[config.mk]
export PLATFORM = sky130hd
export DESIGN_NAME = cpu_step_ctrl_flat
export DESIGN_NICKNAME = d
export VERILOG_FILES = /design/src/rtl/cpu_step_ctrl_if.sv /design/src/rtl/cpu_step_ctrl.sv /design/src/flat_wrapper.sv
export SDC_FILE = /design/constraint.sdc
export NUM_CORES = 1
export LEC_CHECK = 0
export ABC_CLOCK_PERIOD_IN_PS = 4300
export BUFFER_PORTS_ARGS = -buffer_cell sky130_fd_sc_hd__buf_2
export CORE_MARGIN = 4
export CORE_UTILIZATION = 34
export CTS_CLUSTER_DIAMETER = 200
export CTS_CLUSTER_SIZE = 14
export DETAILED_ROUTE_END_ITERATION = 6
export SLEW_MARGIN = 20
export SYNTH_ARGS = -nofsm -noshare
export SYNTH_HDL_FRONTEND = slang
export SYNTH_SLANG_ARGS = --single-unit
[constraint.sdc]
create_clock -name i_clk -period 4.3 [get_ports i_clk]
set_input_delay 0 -clock i_clk [delete_from_list [all_inputs] [get_ports i_clk]]
set_output_delay 0 -clock i_clk [all_outputs]
set_load 0.01 [all_outputs]
[src/rtl/cpu_step_ctrl_if.sv]
// Button/halt inputs and advance/status outputs of the run/step controller.
interface cpu_step_ctrl_if #(
  parameter int CNT_W = 16
);
  logic [1:0]       btn;
  logic             halt;
  logic             cpu_en;
  logic             running;
  logic             halted;
  logic [CNT_W-1:0] stepcnt;

  modport master (
    output btn,
    output halt,
    input  cpu_en,
    input  running,
    input  halted,
    input  stepcnt
  );

  modport slave (
    input  btn,
    input  halt,
    output cpu_en,
    output running,
    output halted,
    output stepcnt
  );
endinterface

[src/rtl/cpu_step_ctrl.sv]
// Run/step controller: issues one-cycle core advance pulses on single step or at a
// divided rate while running, stops for good on core halt, and counts the pulses.
module cpu_step_ctrl #(
  parameter int RUN_DIV = 5000000,
  parameter int CNT_W   = 16
) (
  input  logic               i_clk,
  input  logic               i_rst_n,
  cpu_step_ctrl_if.slave     io_bus
);

  localparam int DIV_W = (RUN_DIV > 1) ? $clog2(RUN_DIV) : 1;
  localparam logic [DIV_W-1:0] DIV_LAST = DIV_W'(RUN_DIV - 1);

  typedef enum logic [1:0] {
    ST_STOP   = 2'd0,
    ST_RUN    = 2'd1,
    ST_HALTED = 2'd2
  } state_t;

  state_t           r_state;
  state_t           w_state_nxt;
  logic [DIV_W-1:0] r_div;
  logic [DIV_W-1:0] w_div_nxt;
  logic             r_cpu_en;
  logic             w_cpu_en_nxt;
  logic             r_running;
  logic             r_halted;
  logic [CNT_W-1:0] r_stepcnt;
  logic             w_tc;
  logic             w_toggle;
  logic             w_step;

  assign w_toggle = io_bus.btn[0];
  assign w_step   = io_bus.btn[1];
  assign w_tc     = (r_div == DIV_LAST);

  // Halt outranks everything, then the toggle; a pulse is only decided here and
  // appears on the registered output the following cycle.
  always_comb begin
    w_state_nxt  = r_state;
    w_div_nxt    = '0;
    w_cpu_en_nxt = 1'b0;
    case (r_state)
      ST_STOP: begin
        if (io_bus.halt) begin
          w_state_nxt = ST_HALTED;
        end else if (w_toggle) begin
          w_state_nxt = ST_RUN;
        end else if (w_step) begin
          w_cpu_en_nxt = 1'b1;
        end
      end
      ST_RUN: begin
        if (io_bus.halt) begin
          w_state_nxt = ST_HALTED;
        end else if (w_toggle) begin
          w_state_nxt = ST_STOP;
        end else begin
          w_div_nxt    = w_tc ? '0 : r_div + DIV_W'(1);
          w_cpu_en_nxt = w_tc;
        end
      end
      ST_HALTED: begin
        w_state_nxt = ST_HALTED;
      end
      default: begin
        w_state_nxt = ST_STOP;
      end
    endcase
  end

  always_ff @(posedge i_clk) begin
    if (!i_rst_n) begin
      r_state   <= ST_STOP;
      r_div     <= '0;
      r_cpu_en  <= 1'b0;
      r_running <= 1'b0;
      r_halted  <= 1'b0;
    end else begin
      r_state   <= w_state_nxt;
      r_div     <= w_div_nxt;
      r_cpu_en  <= w_cpu_en_nxt;
      r_running <= (w_state_nxt == ST_RUN);
      r_halted  <= (w_state_nxt == ST_HALTED);
    end
  end

  // Counts pulses already on the output, so the display lags CPU_EN by one cycle.
  always_ff @(posedge i_clk) begin
    if (!i_rst_n) begin
      r_stepcnt <= '0;
    end else if (r_cpu_en) begin
      r_stepcnt <= r_stepcnt + CNT_W'(1);
    end
  end

  assign io_bus.cpu_en  = r_cpu_en;
  assign io_bus.running = r_running;
  assign io_bus.halted  = r_halted;
  assign io_bus.stepcnt = r_stepcnt;

endmodule

[src/flat_wrapper.sv]
// flat-port wrapper written by rule: the top's interface ports become plain ports
module cpu_step_ctrl_flat 
#(
  parameter int RUN_DIV = 5000000,
  parameter int CNT_W   = 16
)
  (i_clk, i_rst_n, io_bus_btn, io_bus_halt, io_bus_cpu_en, io_bus_running, io_bus_halted, io_bus_stepcnt);
  cpu_step_ctrl_if #(.CNT_W(CNT_W)) io_bus_i ();
  input  logic i_clk;
  input  logic i_rst_n;
  input wire logic [$bits(io_bus_i.btn)-1:0] io_bus_btn;
  input wire logic [$bits(io_bus_i.halt)-1:0] io_bus_halt;
  output wire logic [$bits(io_bus_i.cpu_en)-1:0] io_bus_cpu_en;
  output wire logic [$bits(io_bus_i.running)-1:0] io_bus_running;
  output wire logic [$bits(io_bus_i.halted)-1:0] io_bus_halted;
  output wire logic [$bits(io_bus_i.stepcnt)-1:0] io_bus_stepcnt;
  assign io_bus_i.btn = io_bus_btn;
  assign io_bus_i.halt = io_bus_halt;
  assign io_bus_cpu_en = io_bus_i.cpu_en;
  assign io_bus_running = io_bus_i.running;
  assign io_bus_halted = io_bus_i.halted;
  assign io_bus_stepcnt = io_bus_i.stepcnt;
  cpu_step_ctrl #(.RUN_DIV(RUN_DIV), .CNT_W(CNT_W)) u_core (.i_clk(i_clk), .i_rst_n(i_rst_n), .io_bus(io_bus_i));
endmodule
# Yosys cells after proc, flatten, opt, wreduce, memory -nomap -nowiden
# Cells that the tools add are included.
# totals
reg_bits	44
word_cells	28
# classes
addsub	2
n_eq_ne	5
n_mux	11
bitwise	2
reduce_logical	2
# ops
cell	count
$add 23x1->23 const B	1
$eq 23x23->1 const B	1
$add 16x1->16 const B	1
$mux 2	4
$pmux 2 s3	1
$mux 1	5
$reduce_or 5->1	1
$eq 2x1->1 const B	2
$eq 2x2->1 const B	2
$logic_not 2->1	1
$not 1->1	2
$pmux 1 s2	1

# Logic depth before layout (Yosys ltp)
# logic_depth
word_depth	4
mapped_depth	6

# Worst setup path after synthesis
# OpenSTA, ideal clock, no wires.
# synth_timing
kind	register -> register
startpoint	register u_core.r_div[0]
endpoint	register u_core.r_div[22]
setup_time_ns	0.070
t_arrival_ns	1.737
t_required_ns	4.230
path_slack_ns	2.493
stages_incl_launch_ff	6
n_path_buf	0
period_less_slack_ns	1.807
cell_sequence	dfxtp_1 > ha_1 > nand3_2 > or4_1 > or3_1 > a21oi_1
# synth_between
elab_chain_len	2
word_cells_on_any_way	3
# synth_rtl
element	line_no	text
from (decl)	cpu_step_ctrl.sv:23	logic [DIV_W-1:0] r_div;
from (signal assigned)	cpu_step_ctrl.sv:82	r_div <= w_div_nxt;
parallel branches: the longest is 2 deep, another holds $add 23x1->23	n/a	
# Parallel ways; which one is timed is not known.
# A chain may end at the register's enable or synchronous reset.

# Worst setup path after layout
# Ends and elaborated chain as after synthesis.

==> impl_metrics.sql <==
INSERT INTO impl_metrics (metric_group, metric, value, unit) VALUES
('floorplanning', 'top_level_ports', '24', ''),
('cells_and_area', 'multiInputGateArea', '993.5', 'um2'),
('worst_setup_path', 'reg2reg_slack', '1.93', 'ns'),
('worst_hold_path', 'worst_hold_startpoint', 'io_bus_btn[1]', ''),
('synth', 'synth_enable_flop_cells', '0', ''),
('cts', 'cts-root-to-sink-buffers', '2', ''),
('cells_and_area', 'share_of_layout_cells_above_drive_strength_1', '14.68', '%'),
('synth', 'syn-cell-area', '1934', 'um2'),
('routing', 'wl_per_cell', '11.78', 'um'),
('sta', 'timing.setup.tns', '0', 'ns'),
('cells_and_area', 'syn_to_final_growth', '16.43', '%'),
('global_route', 'initial_antenna_violation_count', '0', ''),
('cts', 'worst_skew_pair.late_latency', '0.30', 'ns'),
('synth', 'synthDistinctLibCells', '35', ''),
('routing', 'vias', '1612', ''),
('cells_and_area', 'mostFrequentLayoutCells', 'dfxtp_1 (44), nor2_1 (36), buf_2 (23)', ''),
('floorplanning', 'die_height', '83.43', 'um'),
('worst_hold_path', 'hold_path.class', 'input pin to register', ''),
('cells_and_area', 'filler_cell_count', '553', ''),
('worst_hold_path', 'timing.hold.worst_endpoint', 'u_core.io_bus.cpu_en', ''),
('synth', 'share_of_the_yosys_chip_area_belonging_to_registers', '45.54', '%'),
('routing', 'first_iter_violations', '81', ''),
('sta', 'max-slew-margin-rel', '55.05', '%'),
('worst_hold_path', 'hold_path_depth', '3', ''),
('sta', 'setup_repair_after_global_routing_missed_its_margin', 'no', ''),
('sta', 'final_hold_viols', '0', ''),
('cts', 'clock_pin_transition_on_the_worst_setup_and_hold_timing_paths', '0.08', 'ns'),
('global_route', 'globalRoute.totalOverflow', '0', ''),
('cts', 'clockRootBuffer', 'clkbuf_8', ''),
('global_route', 'grt.total_usage', '11.84', '%'),
('sta', 'final.period_utilization', '55.23', '%'),
('flow_run', 'drv.max_cap_violation_count', '0', ''),
('worst_setup_path', 'timing.reg2reg.worst_path_depth', '6', ''),
('global_route', 'first_global_vias', '1620', ''),
('floorplanning', 'die_width', '83.43', 'um'),
('floorplanning', 'initial_core_util', '35.13', '%'),
('sta', 'fin_hold_ws', '0.04411', 'ns'),
('sta', 'timing.final.max_slew_violations', '0', ''),
('routing', 'drt_drc_violations_left', '0', ''),
('run_status', 'run_status', 'complete, no violations', ''),
('routing', 'route.antenna.remaining_nets', '0', ''),
('cts', 'cts-buffers-inserted', '5', ''),
('cts', 'cts_resized', '0', ''),
('sta', 'finalWorstPathRequiredPeriod', '2.375', 'ns'),
('synth', 'syn-instance-count', '223', ''),
('synth', 'synth_area_per_cell', '8.674', 'um2'),
('synth', 'synth.area.top_cells', 'dfxtp_1 (46%), xnor2_1 (9.5%), nor2_1 (7.0%)', ''),
('global_route', 'largest_net_degree_at_the_start_of_global_routing', '19', ''),
('floorplanning', 'rows', '27', ''),
('routing', 'number_of_optimization_iterations_in_the_first_detailed_route_pass', '4', ''),
('floorplanning', 'die-area', '6960', 'um2'),
('pwr', 'power_leakage', '0.7437', 'nW'),
('placed_design', 'place.port_buffers', '23', ''),
('synth', 'yosys_warnings', '0', ''),
('cells_and_area', 'area.sequential', '880.8', 'um2'),
('worst_setup_path', 'worstPathRequired', '4.49', 'ns'),
('cts', 'ctsHtreeMaxLevel', '2', ''),
('synth', 'synth-async-reset-ratio', '0', '%'),
('routing', 'viasPerCell', '4.975', ''),
('sta', 'timing_worst_slew_pin_value', '0.6698', 'ns'),
('cells_and_area', 'insertedDiodeCount', '0', ''),
('cts', 'post-cts-setup-buffer-count', '0', ''),
('cts', 'clock_sink_count', '44', ''),
('worst_setup_path', 'reg2reg_from', 'u_core.r_div[0]', ''),
('pwr', 'vdd.ir_drop.worst', '0.0001753', 'V'),
('worst_setup_path', 'worstReg2RegEnd', 'u_core.r_div[22]', ''),
('worst_setup_path', 'worst-endpoint-arrival', '2.56', 'ns'),
('cells_and_area', 'num-nets-final', '258', ''),
('worst_setup_path', 'timing.critical_path.to_type', 'register', ''),
('global_route', 'grt_pass1_wl', '6920', 'um'),
('routing', 'wirelength', '3818', 'um');
## worst max path at each step
stage,depth (start not counted),slack (ns),from,end
floorplan,5,2.49,u_core.r_div[0],u_core.r_div[22]
global placement,6,1.98,u_core.r_div[0],u_core.r_div[6]
detailed placement,6,1.90,u_core.r_div[0],u_core.r_div[6]
CTS,6,1.89,u_core.r_div[0],u_core.r_div[22]
global route,6,1.70,u_core.r_div[0],u_core.r_div[22]
finish,6,1.93,u_core.r_div[0],u_core.r_div[22]
## registers in the layout, summed over array words and instances, names as in the netlist
register and cells:
u_core.io_bus.halted 1, u_core.io_bus.stepcnt 16, u_core.r_div 23, u_core.io_bus.cpu_en 1, u_core.io_bus.running 1, u_core.r_state 2
## metal layers
layer / routed length, um / GRT usage (%) / share of wire, % / vias up
met5: 0 / 0 / 0 / -
met2: 1797 / 19.90 / 47 / 24
met4: 41 / 4.094 / 1.1 / 0
li1: - / - / - / 831
met3: 172 / 4.266 / 4.5 / 4
met1: 1806 / 13.92 / 47 / 753
## cells in the mapped netlist (2+ instances only)
library cell,instances
a21oi_1,11
and3_1,4
buf_2,3
clkbuf_1,2
dfxtp_1,44
ha_1,2
inv_1,9
mux2i_1,2
nand2_1,11
nand3_1,12
nand4_1,6
nor2_1,36
nor3_1,6
nor4_1,6
nor4b_1,3
o21ai_0,12
or3_1,10
or4_1,4
xnor2_1,21
xor2_1,4
## worst max-delay path: stages (launching register included)
cell and delay [ns]:
dfxtp_1 0.39, ha_1 0.22, nand3_2 0.16, or4_1 0.56, o21ai_1 0.57, buf_4 0.31
a21oi_1 0.05
## power breakdown
| part | leakage, nW | total, mW | internal, mW | switching [mW] |
|---|---|---|---|---|
| clock network | 0.0552 | 0.314 | 0.173 | 0.141 |
| registers | 0.355 | 0.412 | 0.410 | 0.00241 |
| logic | 0.333 | 0.0154 | 0.00694 | 0.00848 |
| total | 0.744 | 0.741 | 0.589 | 0.152 |
## cell type report
type | instances | share of cell area (%)
multi-input combinational | 164 | 44.11
sequential | 44 | 39.11
timing repair buffer | 26 | 6.333
tap | 72 | 4.000
clock buffer | 6 | 3.222
inverter | 10 | 1.667
clock inverter | 2 | 1.556
## through the flow
| stage | cell area, um2 | setup slack (ns) | cells | power [mW] |
|---|---|---|---|---|
| finish | 2252 | 1.925 | 324 | 0.7414 |
| detailed placement | 2125 | 1.903 | 314 | 0.4365 |
| CTS | 2252 | 1.886 | 324 | 0.7526 |
| global route | 2252 | 1.702 | 324 | 0.7718 |
| floorplan | 1934 | 2.493 | 223 | 0.4302 |
| global placement | 2125 | 1.976 | 314 | 0.4362 |
## cell families after synthesis
kind of cell | Yosys count | share of synthesized area (%)
muxes | 2 | 1.035
xor gates and xnor gates | 25 | 11.32
and+or+nand+nor | 109 | 30.66
AOI/OAI and AO/OA | 26 | 7.050
DFF | 44 | 45.54
adders and majority gates | 2 | 1.293
buffers and inverters | 15 | 3.104
Note: power is estimated with default switching activity, not from simulation.
